==> config.mk <==
export PLATFORM = sky130hd
export DESIGN_NAME = cyx_stream_mux
export DESIGN_NICKNAME = d
export VERILOG_FILES = /design/src/rtl/cyx_mux_pkg.sv /design/src/rtl/cyx_skid_buf.sv /design/src/rtl/cyx_stream_mux.sv
export SDC_FILE = /design/constraint.sdc
export NUM_CORES = 1
export LEC_CHECK = 0
export ABC_AREA = 1
export CAP_MARGIN = 20
export CELL_PAD_IN_SITES_DETAIL_PLACEMENT = 1
export CELL_PAD_IN_SITES_GLOBAL_PLACEMENT = 2
export CORE_ASPECT_RATIO = 0.6
export CORE_MARGIN = 2
export CORE_UTILIZATION = 25
export CTS_BUF_LIST = sky130_fd_sc_hd__clkbuf_8 sky130_fd_sc_hd__clkbuf_16
export CTS_CLUSTER_DIAMETER = 150
export DETAILED_ROUTE_END_ITERATION = 8
export MAX_ROUTING_LAYER = met4
export PLACE_DENSITY_LB_ADDON = 0.2
export SYNTH_ARGS = -nofsm -noshare
export SYNTH_HDL_FRONTEND = slang
export SYNTH_SLANG_ARGS = --single-unit
==> constraint.sdc <==
create_clock -name clk -period 4.2 [get_ports clk]
set_clock_uncertainty 0.1 [all_clocks]
set_input_delay 0.63 -clock clk [delete_from_list [all_inputs] [get_ports clk]]
set_output_delay 0.63 -clock clk [all_outputs]
set_load 0.01 [all_outputs]
==> src/rtl/cyx_mux_pkg.sv <==
// Shared constants and helpers for the cyx_stream_mux N-channel stream multiplexer.
package cyx_mux_pkg;

  localparam int MODE_SELECT = 0;
  localparam int MODE_RR     = 1;

  // Channel-id width, never narrower than one bit.
  function automatic int clog2_min1(input int n);
    return ($clog2(n) < 1) ? 1 : $clog2(n);
  endfunction

endpackage

==> src/rtl/cyx_skid_buf.sv <==
// Two-entry valid/ready register stage with registered input ready and in-order output.
module cyx_skid_buf #(
  parameter int W = 8
) (
  input  logic         clk,
  input  logic         rst_n,
  input  logic         in_valid_i,
  output logic         in_ready_o,
  input  logic [W-1:0] in_data_i,
  output logic         out_valid_o,
  input  logic         out_ready_i,
  output logic [W-1:0] out_data_o,
  output logic [1:0]   occupancy_o
);

  logic [1:0]   count_q, count_d;
  logic [W-1:0] head_q, head_d;
  logic [W-1:0] tail_q, tail_d;
  logic         ready_q;
  logic         push, pop;

  assign push = in_valid_i && ready_q;
  assign pop  = (count_q != 2'd0) && out_ready_i;

  // Head is the visible output register; tail only fills when the consumer stalls.
  always_comb begin
    count_d = count_q;
    head_d  = head_q;
    tail_d  = tail_q;
    unique case ({push, pop})
      2'b10: begin
        if (count_q == 2'd0) head_d = in_data_i;
        else                 tail_d = in_data_i;
        count_d = count_q + 2'd1;
      end
      2'b01: begin
        if (count_q == 2'd2) head_d = tail_q;
        count_d = count_q - 2'd1;
      end
      2'b11: begin
        if (count_q == 2'd1) begin
          head_d = in_data_i;
        end else begin
          head_d = tail_q;
          tail_d = in_data_i;
        end
      end
      default: ;
    endcase
  end

  // Ready stays low while reset is held and is computed from the next occupancy only.
  always_ff @(posedge clk or negedge rst_n) begin
    if (!rst_n) begin
      count_q <= 2'd0;
      head_q  <= '0;
      tail_q  <= '0;
      ready_q <= 1'b0;
    end else begin
      count_q <= count_d;
      head_q  <= head_d;
      tail_q  <= tail_d;
      ready_q <= (count_d != 2'd2);
    end
  end

  assign in_ready_o  = ready_q;
  assign out_valid_o = (count_q != 2'd0);
  assign out_data_o  = head_q;
  assign occupancy_o = count_q;

endmodule

==> src/rtl/cyx_stream_mux.sv <==
// N-channel valid/ready stream mux (external select or round-robin) feeding a 2-entry skid buffer.
// Optional sticky out-of-range select flag err_sel is enabled by defining CYX_MUX_SELERR_EN.
module cyx_stream_mux
  import cyx_mux_pkg::*;
#(
  parameter  int WIDTH  = 32,
  parameter  int NUM_CH = 4,
  parameter  int MODE   = MODE_SELECT,
  localparam int SEL_W  = clog2_min1(NUM_CH)
) (
  input  logic                    clk,
  input  logic                    rst_n,
  input  logic [SEL_W-1:0]        sel,
  input  logic [NUM_CH-1:0]       in_valid,
  output logic [NUM_CH-1:0]       in_ready,
  input  logic [NUM_CH*WIDTH-1:0] in_data,
  output logic                    out_valid,
  input  logic                    out_ready,
  output logic [WIDTH-1:0]        out_data,
  output logic [SEL_W-1:0]        out_ch
`ifdef CYX_MUX_SELERR_EN
  ,
  output logic                    err_sel
`endif
);

  logic [SEL_W-1:0]       ptr_q, ptr_d;
  logic [SEL_W-1:0]       rr_grant;
  logic                   rr_found;
  logic [SEL_W-1:0]       scan_ch;
  int                     scan_sum;
  logic [SEL_W-1:0]       grant;
  logic                   grant_ok;
  logic                   sel_in_range;
  logic                   buf_ready;
  logic [1:0]             buf_occ;
  logic                   room;
  logic                   accept;
  logic [WIDTH+SEL_W-1:0] buf_out;

  assign sel_in_range = (int'(sel) < NUM_CH);

  // Round-robin scan starts one past the last accepted channel and wraps at NUM_CH.
  always_comb begin
    rr_grant = '0;
    rr_found = 1'b0;
    scan_ch  = '0;
    scan_sum = 0;
    for (int i = 1; i <= NUM_CH; i++) begin
      scan_sum = int'(ptr_q) + i;
      if (scan_sum >= NUM_CH) scan_sum = scan_sum - NUM_CH;
      scan_ch = SEL_W'(scan_sum);
      if (!rr_found && in_valid[scan_ch]) begin
        rr_found = 1'b1;
        rr_grant = scan_ch;
      end
    end
  end

  always_comb begin
    if (MODE == MODE_RR) begin
      grant    = rr_grant;
      grant_ok = rr_found;
    end else begin
      grant    = sel_in_range ? sel : '0;
      grant_ok = sel_in_range;
    end
  end

  assign room     = buf_ready && (buf_occ != 2'd2);
  assign accept   = grant_ok && room && in_valid[grant];
  assign in_ready = (grant_ok && room) ? (NUM_CH'(1) << grant) : '0;
  assign ptr_d    = accept ? grant : ptr_q;

  always_ff @(posedge clk or negedge rst_n) begin
    if (!rst_n) ptr_q <= SEL_W'(NUM_CH - 1);
    else        ptr_q <= ptr_d;
  end

  cyx_skid_buf #(
    .W (WIDTH + SEL_W)
  ) u_skid (
    .clk         (clk),
    .rst_n       (rst_n),
    .in_valid_i  (accept),
    .in_ready_o  (buf_ready),
    .in_data_i   ({in_data[int'(grant)*WIDTH +: WIDTH], grant}),
    .out_valid_o (out_valid),
    .out_ready_i (out_ready),
    .out_data_o  (buf_out),
    .occupancy_o (buf_occ)
  );

  assign out_data = buf_out[WIDTH+SEL_W-1:SEL_W];
  assign out_ch   = buf_out[SEL_W-1:0];

`ifdef CYX_MUX_SELERR_EN
  logic err_q;

  // Sticky until reset; round-robin builds never flag since sel is ignored there.
  always_ff @(posedge clk or negedge rst_n) begin
    if (!rst_n) begin
      err_q <= 1'b0;
    end else if ((MODE == MODE_SELECT) && !sel_in_range && (|in_valid)) begin
      err_q <= 1'b1;
    end
  end

  assign err_sel = err_q;
`endif

endmodule
==> impl_metrics.csv <==
group,metric,value,unit
placement,dp_cells,1232,
synthesis,synth_top_area_frac,0.3560,
global_route,grt_overflow,0,
routing,num_vias,5342,
synthesis,synth_seq_cells,71,
timing,period_minus_slack,2.960,ns
clock_network,cts_made_buffers,9,
cells_and_area,diodes,0,
outcome,status,"finished, final reports clean",
cells_and_area,post-route-util,0.3759,
power,netSwitchingFraction,0.4141,
worst_setup_path,endpoint_kind,"register",
power,leakagePower,3.973,nW
power,p_seq_frac,0.299,
routing,routed_wl,18140,um
timing,fin_setup_tns,0,ns
worst_setup_path,rrSetupSlack,1.24,ns
routing,post_drt_via_cell_ratio,4.284,
clock_network,clk_pin_slew,0.06,ns
worst_setup_path,worstSetupStartpoint,"u_skid.occupancy_o[0]$_DFF_PN0_",
clock_network,post-cts-setup-buffers,0,
worst_setup_path,slowest_delay,0.49,ns
clock_network,cts_hold_repair.buffers,0,
worst_setup_path,r2r-start,"u_skid.occupancy_o[0]$_DFF_PN0_",
power,power_frac_clock,0.182,
placement,place_congestion,0.7935,
timing,rsz0062_at_grt,"false",
timing,finalSetupViolations,0,
clock_network,htreeDepth,3,
global_route,grt_util_all_layers,0.1825,
cells_and_area,syn_to_final_growth,45.15,%
worst_setup_path,crit_type,"reg -> reg",
timing,slew_headroom,0.3489,
floorplan,pin_count,176,
floorplan,die_w,186.4,um
clock_network,cts_sinks,71,
synthesis,synth.avg_cell_area,6.057,sq um
global_route,grt_max_degree,72,
worst_setup_path,path_buf_inv,4,
synthesis,synthCells,824,
worst_setup_path,cp_max_fo,40,
routing,dr.pass1.iters,4,
global_route,grt_pass1_vias,5593,
placement,place_area,0.006970,sq mm
worst_setup_path,cp_top_family,"simple AND/OR/NAND/NOR gates",
floorplan,dieArea,0.02115,sq mm
placement,dp_hpwl,12940,um
worst_setup_path,reg2regPathDepth,12,
cells_and_area,design_area,0.007244,sq mm
job,cap_viol_max_count,0,
worst_setup_path,cp_cell_sequence,"inv_1, ha_1, inv_2, nand2_2, inv_1, ha_1, nand2_1, nand2_1, nor2_4, buf_12, nand3_1, o21ai_0",
synthesis,yosysTopAreaCell,"dfrtp_1",
synthesis,synth_edf_count,0,
synthesis,synth_most_common_cell,"nand2_1",
timing,drv_slew,0,
power,power_frac_comb,0.519,
power,internal-power,2.313,mW
synthesis,ys_seq_area_frac,0.3560,
synthesis,synth_cell_types,18,
clock_network,cts-root-buf,"clkbuf_16",
synthesis,synth_nets,968,
worst_hold_path,hold_path_class,"in -> async",
cells_and_area,fin_cells,1247,
worst_setup_path,cp.arrival,3.10,ns
clock_network,cts_tree,"yes",
synthesis,synth_warnings,0,
power,powerDensity,545.0,mW/mm^2
worst_setup_path,worst_r2r_endpoint,"u_skid.tail_q[4]$_DFFE_PN0P_",
synthesis,synth_common_cells,"nand2_1 (246), inv_1 (204), dfrtp_1 (71), o21ai_0 (69), nand3_1 (68)",
cells_and_area,drive_gt1_frac,0.03772,
routing,drt_iter0_drc,194,
placement,io_buffers,175,
routing,ant_nets,0,
floorplan,start_util,0.2589,
synthesis,synth_area,0.004991,sq mm
timing,fmax,337.8,MHz
clock_network,insertion_delay,0.34,ns
synthesis,ys.flop_type,"dfrtp_1",
worst_setup_path,cp.required,4.34,ns
routing,drc_errors,0,
clock_network,ctsResizeCount,0,
power,ir_worst_vdd,250.6,uV
floorplan,rows,39,
global_route,grt_pass1_wl,29710,um
timing,finalCritPeriodShare,0.7048,
global_route,antenna_found_initial,0,
clock_network,clockBufferDepth,2,
cells_and_area,final_nets,1121,
timing,hold_viol_final,0,
worst_setup_path,worstSetupStartpointType,"register",
timing,worst_slew_pin_slew,0.9766,ns
floorplan,core_area,0.01927,sq mm
routing,wl_per_cell,14.55,um
synthesis,synth_async_sr_flop_share,1.000,
floorplan,fp.dieH,113.4,um
power,p_sw,1.635,mW
worst_setup_path,crit_slowest_cell,"nor2_4",
synthesis,synth.area.top_cells,"dfrtp_1 (36%), nand2_1 (19%), inv_1 (15%)",
## final cells by class
class                           count  area [sq um]
Clock inverter                      5         35.03
Fill cell                        2454         12030
Timing Repair Buffer              187          1857
Tap cell                          266         332.8
Clock buffer                       10         239.0
Sequential cell                    71          1777
Inverter                          207         777.0
Multi-Input combinational cell    501          2227
## state kept, by name, summed over array words and instances, names as in the netlist
name / count
u_skid.occupancy_o: 2
u_skid.out_data_o: 34
u_skid.in_ready_o: 1
u_skid.tail_q: 34
## how the worst max path moves through the flow
stage	endpoint	slack, ns	cells past startpoint
6_report	u_skid.tail_q[4]$_DFFE_PN0P_	1.24	12
5_1_grt	u_skid.tail_q[30]$_DFFE_PN0P_	0.91	12
3_5_place_dp	u_skid.tail_q[4]$_DFFE_PN0P_	0.90	10
2_1_floorplan	u_skid.out_data_o[0]$_DFFE_PN0P_	1.73	14
4_1_cts	u_skid.tail_q[4]$_DFFE_PN0P_	1.14	12
3_3_place_gp	u_skid.tail_q[6]$_DFFE_PN0P_	0.93	11
## metrics by stage
stage | total power [mW] | hold WS [ns] | setup slack (ns)
floorplan | 2.341 | 0.2344 | 1.728
global placement | 3.235 | 0.3794 | 0.9277
detailed placement | 3.258 | 0.3855 | 0.9044
CTS | 4.008 | 0.3882 | 1.143
global route | 4.330 | 0.4213 | 0.9063
finish | 3.948 | 0.3186 | 1.240
## metal layers
layer	global-route usage	vias to the layer above	part of all wire
met5	-	-	0
met4	0.02933	0	0.0068
met3	0.03754	12	0.035
met2	0.2652	87	0.40
met1	0.2638	2492	0.55
li1	-	2751	-
## logic make-up after synthesis
kind of cell               share of synthesized area
buffers and inverters                         0.2003
adders and majority gates                    0.01755
and+or+nand+nor                               0.2868
DFF                                           0.3560
AOI/OAI and AO/OA                             0.1394
## power groups by stage
| stage | Combinational [mW] | Clock, mW | Sequential [mW] |
|---|---|---|---|
| after floorplan | 1.11 | 0 | 1.24 |
| after global placement | 2.05 | 0 | 1.19 |
| after detailed placement | 2.07 | 0 | 1.19 |
| after CTS | 2.09 | 0.738 | 1.18 |
| after global routing | 2.34 | 0.762 | 1.23 |
| final | 2.05 | 0.718 | 1.18 |
## worst reg2reg max path, cell delays in order, from the launching register on
cell and delay [ns]:
dfrtp_1 0.41, inv_1 0.12, ha_1 0.21, inv_2 0.08, nand2_2 0.30, inv_1 0.21
ha_1 0.28, nand2_1 0.10, nand2_1 0.09, nor2_4 0.49, buf_12 0.29, nand3_1 0.10
o21ai_0 0.09
## cells in the final DEF, fill, tap and decap left out
| cell | instances |
|---|---|
| clkdlybuf4s50_1 | 172 |
| clkbuf_16 | 9 |
| dfrtp_1 | 71 |
| clkbuf_8 | 1 |
| a21oi_1 | 67 |
| inv_1 | 204 |
| o211ai_1 | 1 |
| clkinvlp_4 | 4 |
| nor3_1 | 4 |
| nor2_1 | 35 |
| nand3_2 | 1 |
| buf_12 | 2 |
| inv_2 | 3 |
| nor2_4 | 1 |
| clkinv_2 | 1 |
| nand2_2 | 2 |
| buf_2 | 1 |
| o21a_1 | 1 |
| buf_4 | 12 |
| nand2_1 | 246 |
| ha_1 | 7 |
| nand3_1 | 67 |
| o21ai_0 | 69 |
(Power assumes the default switching activity.)
